File: config.mk
export PLATFORM = sky130hd
export DESIGN_NAME = control_cmd_readbrightness_multi
export DESIGN_NICKNAME = d
export VERILOG_FILES = /design/src/rtl/brightness_pkg.sv /design/src/rtl/cmd_idle_timeout.sv /design/src/rtl/control_cmd_readbrightness_multi.sv
export SDC_FILE = /design/constraint.sdc
export NUM_CORES = 1
export LEC_CHECK = 0
export CAP_MARGIN = 5
export CORE_ASPECT_RATIO = 1.1
export CORE_MARGIN = 1
export CORE_UTILIZATION = 57
export CTS_BUF_LIST = sky130_fd_sc_hd__clkbuf_4
export CTS_CLUSTER_SIZE = 12
export DETAILED_ROUTE_END_ITERATION = 10
export GPL_TIMING_DRIVEN = 0
export HOLD_SLACK_MARGIN = 0.12
export MAX_ROUTING_LAYER = met4
export PLACE_DENSITY = 0.87
export SLEW_MARGIN = 20
export SYNTH_ARGS = -nofsm -noshare
export SYNTH_HDL_FRONTEND = slang
export SYNTH_SLANG_ARGS = --single-unit
File: constraint.sdc
create_clock -name clk -period 5.3 [get_ports clk]
set_clock_uncertainty 0.15 [all_clocks]
set_input_delay 0.53 -clock clk [delete_from_list [all_inputs] [get_ports clk]]
set_output_delay 0.53 -clock clk [all_outputs]
set_load 0.02 [all_outputs]
File: src/rtl/brightness_pkg.sv
// -----------------------------------------------------------------------------
// brightness_pkg
// Shared types and constants for the brightness command readers.
//   brightness_cmd_state_t : command-reader FSM states
//   BRIGHTNESS_BROADCAST   : channel-select value that addresses every channel
// -----------------------------------------------------------------------------
package brightness_pkg;

  typedef enum logic [1:0] {
    ST_IDLE       = 2'd0,
    ST_WAIT_VALUE = 2'd1,
    ST_DONE       = 2'd2
  } brightness_cmd_state_t;

  localparam logic [7:0] BRIGHTNESS_BROADCAST = 8'hFF;

endpackage

File: src/rtl/cmd_idle_timeout.sv
// -----------------------------------------------------------------------------
// cmd_idle_timeout
// Idle-gap watchdog for multi-byte command readers. Counts cycles in which the
// reader waits for its next byte and flags the cycle on which the count would
// reach TIMEOUT_CYCLES. TIMEOUT_CYCLES = 0 disables the watchdog.
// Ports:
//   clk_i       clock
//   reset_i     asynchronous active-high reset
//   clear_i     restart the count (takes priority over count_en_i)
//   count_en_i  this cycle is an idle cycle
//   expired_o   the idle count reaches TIMEOUT_CYCLES on the coming edge
// -----------------------------------------------------------------------------
module cmd_idle_timeout #(
  parameter int unsigned TIMEOUT_CYCLES = 1024
) (
  input  logic clk_i,
  input  logic reset_i,
  input  logic clear_i,
  input  logic count_en_i,
  output logic expired_o
);

  localparam int unsigned CNT_W = (TIMEOUT_CYCLES == 0) ? 1 : $clog2(TIMEOUT_CYCLES + 1);
  localparam logic [CNT_W-1:0] CNT_MAX  = CNT_W'(TIMEOUT_CYCLES);
  localparam logic [CNT_W-1:0] CNT_LAST = CNT_W'((TIMEOUT_CYCLES == 0) ? 0 : TIMEOUT_CYCLES - 1);
  localparam logic             TMO_ON   = (TIMEOUT_CYCLES != 0);

  logic [CNT_W-1:0] cnt_q, cnt_d;

  // Counter saturates at TIMEOUT_CYCLES so a stalled reader never wraps.
  always_comb begin
    cnt_d = cnt_q;
    if (clear_i) begin
      cnt_d = '0;
    end else if (count_en_i && (cnt_q != CNT_MAX)) begin
      cnt_d = cnt_q + 1'b1;
    end
  end

  always_ff @(posedge clk_i or posedge reset_i) begin
    if (reset_i) begin
      cnt_q <= '0;
    end else begin
      cnt_q <= cnt_d;
    end
  end

  // Look-ahead: fire on the idle cycle whose edge brings the count to
  // TIMEOUT_CYCLES, so the reader's registered done/error rise on that edge.
  assign expired_o = TMO_ON && count_en_i && !clear_i && (cnt_q >= CNT_LAST);

endmodule

File: src/rtl/control_cmd_readbrightness_multi.sv
// -----------------------------------------------------------------------------
// control_cmd_readbrightness_multi
// Multi-channel brightness command reader. Takes a channel-select byte and a
// value byte from the control dispatcher and writes one channel, all channels
// (select 0xFF) or nothing (select out of range -> error). A stalled command
// is abandoned after TIMEOUT_CYCLES idle cycles with done+error.
// Ports:
//   clk, reset              clock, asynchronous active-high reset
//   data_in, enable         payload byte and its one-cycle strobe
//   brightness_out          packed channel registers, channel k at [k*BL +: BL]
//   brightness_change_mask  one-cycle pulse, bit per channel written
//   brightness_change_en    one-cycle pulse, OR of the mask
//   done, error             one-cycle end-of-command / rejected-command pulses
//   busy                    command in progress
// -----------------------------------------------------------------------------
module control_cmd_readbrightness_multi
  import brightness_pkg::*;
#(
  parameter int unsigned BRIGHTNESS_LEVELS = 8,
  parameter int unsigned CHANNELS          = 4,
  parameter int unsigned TIMEOUT_CYCLES    = 1024,
  parameter logic [BRIGHTNESS_LEVELS-1:0] BRIGHTNESS_RESET = '1
) (
  input  logic                                   clk,
  input  logic                                   reset,
  input  logic [7:0]                             data_in,
  input  logic                                   enable,
  output logic [CHANNELS*BRIGHTNESS_LEVELS-1:0]  brightness_out,
  output logic [CHANNELS-1:0]                    brightness_change_mask,
  output logic                                   brightness_change_en,
  output logic                                   done,
  output logic                                   error,
  output logic                                   busy
);

  localparam int unsigned BL = BRIGHTNESS_LEVELS;

  brightness_cmd_state_t state_q, state_d;
  logic [7:0]             chan_sel_q, chan_sel_d;
  logic [CHANNELS*BL-1:0] bright_q, bright_d;
  logic [CHANNELS-1:0]    mask_q, mask_d;
  logic                   en_q, en_d;
  logic                   done_q, done_d;
  logic                   error_q, error_d;
  logic                   busy_q, busy_d;

  logic                   tmo_clear;
  logic                   tmo_count;
  logic                   tmo_expired;
  logic [CHANNELS-1:0]    sel_mask;

  // Channel-select decode: broadcast hits every channel, an out-of-range
  // select hits none (which is what flags the error).
  function automatic logic [CHANNELS-1:0] decode_sel(input logic [7:0] sel);
    logic [CHANNELS-1:0] m;
    m = '0;
    if (sel == BRIGHTNESS_BROADCAST) begin
      m = '1;
    end else begin
      for (int k = 0; k < int'(CHANNELS); k++) begin
        if (sel == 8'(k)) m[k] = 1'b1;
      end
    end
    return m;
  endfunction

  assign sel_mask  = decode_sel(chan_sel_q);
  assign tmo_clear = (state_q == ST_IDLE) && enable;
  assign tmo_count = (state_q == ST_WAIT_VALUE) && !enable;

  cmd_idle_timeout #(
    .TIMEOUT_CYCLES (TIMEOUT_CYCLES)
  ) u_idle_timeout (
    .clk_i      (clk),
    .reset_i    (reset),
    .clear_i    (tmo_clear),
    .count_en_i (tmo_count),
    .expired_o  (tmo_expired)
  );

  always_comb begin
    state_d    = state_q;
    chan_sel_d = chan_sel_q;
    bright_d   = bright_q;
    mask_d     = '0;
    en_d       = 1'b0;
    done_d     = 1'b0;
    error_d    = 1'b0;

    unique case (state_q)
      ST_IDLE: begin
        if (enable) begin
          chan_sel_d = data_in;
          state_d    = ST_WAIT_VALUE;
        end
      end
      ST_WAIT_VALUE: begin
        // A value byte on the timeout edge still counts as a normal value.
        if (enable) begin
          for (int k = 0; k < int'(CHANNELS); k++) begin
            if (sel_mask[k]) bright_d[k*BL +: BL] = data_in[BL-1:0];
          end
          mask_d  = sel_mask;
          en_d    = |sel_mask;
          error_d = ~|sel_mask;
          done_d  = 1'b1;
          state_d = ST_DONE;
        end else if (tmo_expired) begin
          done_d  = 1'b1;
          error_d = 1'b1;
          state_d = ST_DONE;
        end
      end
      ST_DONE: begin
        // Any strobe here is dropped; pulses fall via the defaults above.
        state_d = ST_IDLE;
      end
      default: begin
        state_d = ST_IDLE;
      end
    endcase

    busy_d = (state_d != ST_IDLE);
  end

  always_ff @(posedge clk or posedge reset) begin
    if (reset) begin
      state_q    <= ST_IDLE;
      chan_sel_q <= '0;
      bright_q   <= {CHANNELS{BRIGHTNESS_RESET}};
      mask_q     <= '0;
      en_q       <= 1'b0;
      done_q     <= 1'b0;
      error_q    <= 1'b0;
      busy_q     <= 1'b0;
    end else begin
      state_q    <= state_d;
      chan_sel_q <= chan_sel_d;
      bright_q   <= bright_d;
      mask_q     <= mask_d;
      en_q       <= en_d;
      done_q     <= done_d;
      error_q    <= error_d;
      busy_q     <= busy_d;
    end
  end

  assign brightness_out         = bright_q;
  assign brightness_change_mask = mask_q;
  assign brightness_change_en   = en_q;
  assign done                   = done_q;
  assign error                  = error_q;
  assign busy                   = busy_q;

endmodule

* Word-level counts from Yosys, hierarchy flattened
Index checks and enable logic that the tools add are counted.
Storage, ports and cells: register bits 61, bits in latches 0, bits in writable memories 0, memory bits (read-only) 0, output and inout bits 40, word-level logic and storage cells 58, memories 0
Operators by class: $add $sub $neg 1, $mul 0, div/mod/pow operators 0, order comparisons 1, equality and inequality tests 6, shifts and indexed selects 0, muxes and demuxes 20, bitwise gates (word level) 0, reductions and logical operators 18
Operator list (number):
- two-way mux 11 bit | 2
- equality test 8 x 2 -> 1 bit, second input constant | 2
- two-way mux 4 bit | 3
- AND reduction 3 bit | 4
- adder 11 x 1 -> 11 bit, second input constant | 1
- greater-or-equal comparator 11 x 10 -> 1 bit, second input constant | 1
- two-way mux 1 bit | 11
- inequality test 11 bit, second input constant | 1
- equality test 8 x 1 -> 1 bit, second input constant | 1
- equality test 8 bit, second input constant | 1
- logical NOT 8 bit | 1
- two-way mux 2 bit | 3
- logical AND 1 bit | 5
- case mux 2 bit (2 select lines) | 1
- nonzero test 2 bit | 2
- OR reduction 4 bit | 1
- logical NOT 1 bit | 3
- equality test 2 x 1 -> 1 bit, second input constant | 1
- logical NOT 2 bit | 1
- AND reduction 2 bit | 1

* Depth between registers and ports, before layout
depth in word-level cells 9, mapped depth 5, mapped depth without buffers 5

* By module
From an unflattened synthesis, not the netlist that was laid out.
Second synthesis, totals: cells, all modules 197, area, all modules 2668.8 sq um
Modules (own cells, without submodules):
- control_cmd_readbrightness_multi | instances 1, cells each 124, area each 1990.7 sq um, sequential area each 1291.2 sq um
- cmd_idle_timeout | instances 1, cells each 73, area each 678.2 sq um, sequential area each 275.3 sq um

* Worst setup path after synthesis
Ideal clock, no wire load.
path type input to register, start point input port enable, end point register bright_q[0] (netlist: brightness_out[0]), arrival time 1.613 ns, path slack 3.454 ns, stages on the path 4, path buffers 1, path through clkbuf_1 nand2_2 a21oi_4 mux2_2
On the way: cells in the longest elaborated chain, start to end 1
Ends and longest elaborated chain:
- start, declared | line control_cmd_readbrightness_multi.sv:27 | input logic enable,
- AND reduction 3 bit (no source line)
- end signal, assigned | line control_cmd_readbrightness_multi.sv:130 | bright_q <= {CHANNELS{BRIGHTNESS_RESET}};
- end signal, assigned | line control_cmd_readbrightness_multi.sv:139 | bright_q <= bright_d;
- end, declared | line control_cmd_readbrightness_multi.sv:40 | logic [CHANNELS*BL-1:0] bright_q, bright_d;
No other way between the ends. A chain may end at the register's enable or synchronous reset.

* Worst setup path in the final report
start point input port enable, end point register bright_q[15] (netlist: brightness_out[15])
Same word-level chain as after synthesis.

==> impl_metrics.py <==
metrics = {
    "synth": {
        "ys_seq_area_share_pct": 59.6,
        "synth.area.top_cells": "dfstp_2 32%, dfrtp_1 28%, mux2_2 17%",
        "yosysTopAreaCellShare_pct": 32.0,
        "syn-cell-area_mm2": 0.00263,
        "ys_ff_latch": 61,
        "synth_fp_nets": 207,
        "yosysWarnings": 0,
        "synthCells": 194,
        "yosysMostFrequentCell": "mux2_2",
        "synth_cell_types": 38,
        "synth-edff-count": 0,
        "netlist_top_cells_count": "39 x mux2_2, 32 x dfstp_2, 29 x dfrtp_1, 11 x nor2_1, 10 x nand2_1",
        "synth_ff_type": "dfstp_2",
        "synthArstFlopShare_pct": 100,
        "syn_avg_cell_area_um2": 13.6,
        "yosysTopAreaCell": "dfstp_2",
    },
    "critical_path": {
        "cp_slowest_cell": "clkdlybuf4s50_1",
        "rr_worst_depth": 4,
        "crit_fanout": 10,
        "crit-reg2reg-launch": "chan_sel_q[7]",
        "required_ns": 5.46,
        "critPathLaunchType": "primary input",
        "endpoint_kind": "flop",
        "critPathBufInv": 2,
        "slowest_delay_ns": 0.49,
        "worst-setup-path-type": "in -> reg",
        "critical_path.top_delay_family": "buffers and inverters",
        "r2r_slack_ns": 3.23,
        "critPathArrivalTime_ns": 2.40,
        "worstPathCellList": "clkdlybuf4s50_1 > clkbuf_1 > nand2_2 > a21oi_4 > mux2_2",
        "timing.rr.end": "brightness_out[15]",
    },
    "cells_and_area": {
        "area_delta_synth_final_pct": 27.5,
        "diodes": 0,
        "final_nets": 268,
        "drive_gt1_share_pct": 38.8,
    },
    "routing": {
        "detail-route-antenna-nets": 0,
        "dr_wl_met2_mm": 2.74,
        "wl_met3_um": 183,
        "routed.top_layer": "met4",
        "drt_wl_total_mm": 5.15,
        "firstDrtPassIters": 4,
        "drt_iter0_markers": 130,
        "avgViaCountPerCell": 5.57,
        "wl_met1_mm": 2.13,
        "post_drt_wl_per_cell_um": 16.4,
        "drc": 0,
        "via_count": 1748,
    },
    "clock_tree": {
        "cts_tree": "yes",
        "cts.path.max_buffers": 2,
        "postCtsSetupBuffers": 0,
        "cts.repair.resized": 0,
        "numCtsBuffers": 9,
        "clock_latency_ns": 0.38,
        "cts_root_buffer": "clkbuf_4",
        "cts_hold_buf": 0,
        "clock-sinks": 61,
        "htreeDepth": 3,
        "clk_pin_slew_ns": 0.09,
    },
    "floorplan": {
        "std_cell_rows": 25,
        "die_x_um": 66.8,
        "die_y_um": 73.2,
        "coreArea_mm2": 0.00435,
        "die-area_mm2": 0.00489,
        "start_util_pct": 60.5,
        "io_pins": 51,
    },
    "sta": {
        "fmax_mhz": 446,
        "hold_viol": 0,
        "timing.hold.ws_ns": 0.398,
        "rsz0062_at_grt": "false",
        "setup_violations": 0,
        "tns_ns": 0,
        "slew_violations": 0,
        "tightest_slew_ns": 0.708,
        "fin_crit_sh_pct": 42.3,
        "maxSlewHeadroom_pct": 52.8,
        "min_period_ns": 2.24,
    },
    "worst_hold_path": {
        "whs_endpoint": "chan_sel_q[6]",
        "hp-start": "chan_sel_q[6]",
        "hp-class": "reg -> reg",
        "min_path_cells": 1,
    },
    "grt": {
        "grt_first_pass_wirelength_mm": 8.54,
        "grt_max_degree": 62,
        "antenna_found_initial": 0,
        "grtUsageTotal_pct": 25.2,
        "grt_pass1_vias": 1800,
        "overflow": 0,
    },
    "pwr": {
        "finalPower_mw": 1.42,
        "peakVddDrop_mv": 0.325,
        "leakage_nw": 1.33,
        "p_per_area_mw_per_mm2": 424,
    },
    "place": {
        "hpwl_mm": 3.46,
        "place.gp.congestion": 0.797,
        "io_buffers": 50,
    },
    "run_status": {
        "status": "complete, no violations",
    },
    "job": {
        "max_cap_viol_count": 0,
    },
}
-- cell families (layout without fill, tap and decap cells) --
logic type	Yosys count	after routing	share of synthesized area (%)
flops	61	61	59.6
simple gates	52	52	11.9
mux	40	40	17.1
compound gates	25	25	7.56
buf+inv	10	76	1.57
xor+xnor	4	4	1.33
fa+ha+maj	2	2	0.951
-- layout by cell type (no fill, tap or decap), drive strengths merged, types with 3 or more instances in the layout --
cell type	instances
dfstp	32
clkdlybuf4s50	50
nor3	4
clkbuf	11
nor2	11
nand4	7
or3	3
clkinv	4
xnor2	4
mux2	40
o21a	3
dfrtp	29
inv	6
a21oi	10
buf	3
or2	3
nor4	3
o21ai	5
nand2	11
-- how the worst max path moves through the flow --
stage / from / to / slack, ns / cells past startpoint
after floorplan: reset / brightness_change_en / 3.16 / 1
after global placement: reset / chan_sel_q[7] / 2.16 / 2
after detailed placement: enable / brightness_out[15] / 2.66 / 5
after CTS: brightness_out[24] / brightness_out[24] / 3.06 / 1
after global routing: enable / brightness_out[15] / 2.97 / 5
final: enable / brightness_out[15] / 3.06 / 5
-- power by group --
group	switching (mW)	total [mW]	internal (mW)
Clock	0.158	0.350	0.192
Sequential	0.0858	0.684	0.598
Combinational	0.186	0.388	0.203
Total	0.430	1.42	0.993
-- per-stage QoR --
| stage | utilization [%] | setup slack [ns] | area [µm²] | instances |
|---|---|---|---|---|
| final | 77.1 | 3.06 | 3350 | 314 |
| after global routing | 77.1 | 2.97 | 3350 | 314 |
| after CTS | 77.1 | 3.06 | 3350 | 314 |
| after detailed placement | 73.6 | 2.66 | 3200 | 298 |
| after global placement | 73.6 | 2.16 | 3200 | 298 |
| after floorplan | - | 3.16 | 2630 | 194 |
-- sequential cells by signal, indices dropped and copies added (netlist names) --
name and cells:
brightness_out 32, chan_sel_q 8, busy 1, u_idle_timeout.cnt_q 11
error 1, brightness_change_mask 4, state_q 2, done 1
brightness_change_en 1
-- routing by layer --
| metal | GRT usage, % | vias to the layer above |
|---|---|---|
| met2 | 42.6 | 44 |
| met1 | 28.4 | 870 |
| met3 | 5.31 | 12 |
| met4 | 11.1 | 0 |
| li1 | - | 822 |
| met5 | - | - |
-- worst register-to-register path, stage by stage (launching register included) --
cell      delay, ns
dfrtp_1        0.43
nor4_4         0.39
nand4b_1       0.22
a21oi_4        0.42
mux2_2         0.40
-- final cells by class --
cell class | instances | area [µm²]
clock buffers | 10 | 75.1
clock inverters | 6 | 77.6
flip-flops and latches | 61 | 1570
inverters | 6 | 25.0
well taps | 54 | 67.6
plain buffers | 4 | 18.8
fillers | 293 | 995
multi-input cells | 123 | 1020
repair buffers | 50 | 500
(Power assumes the default switching activity.)
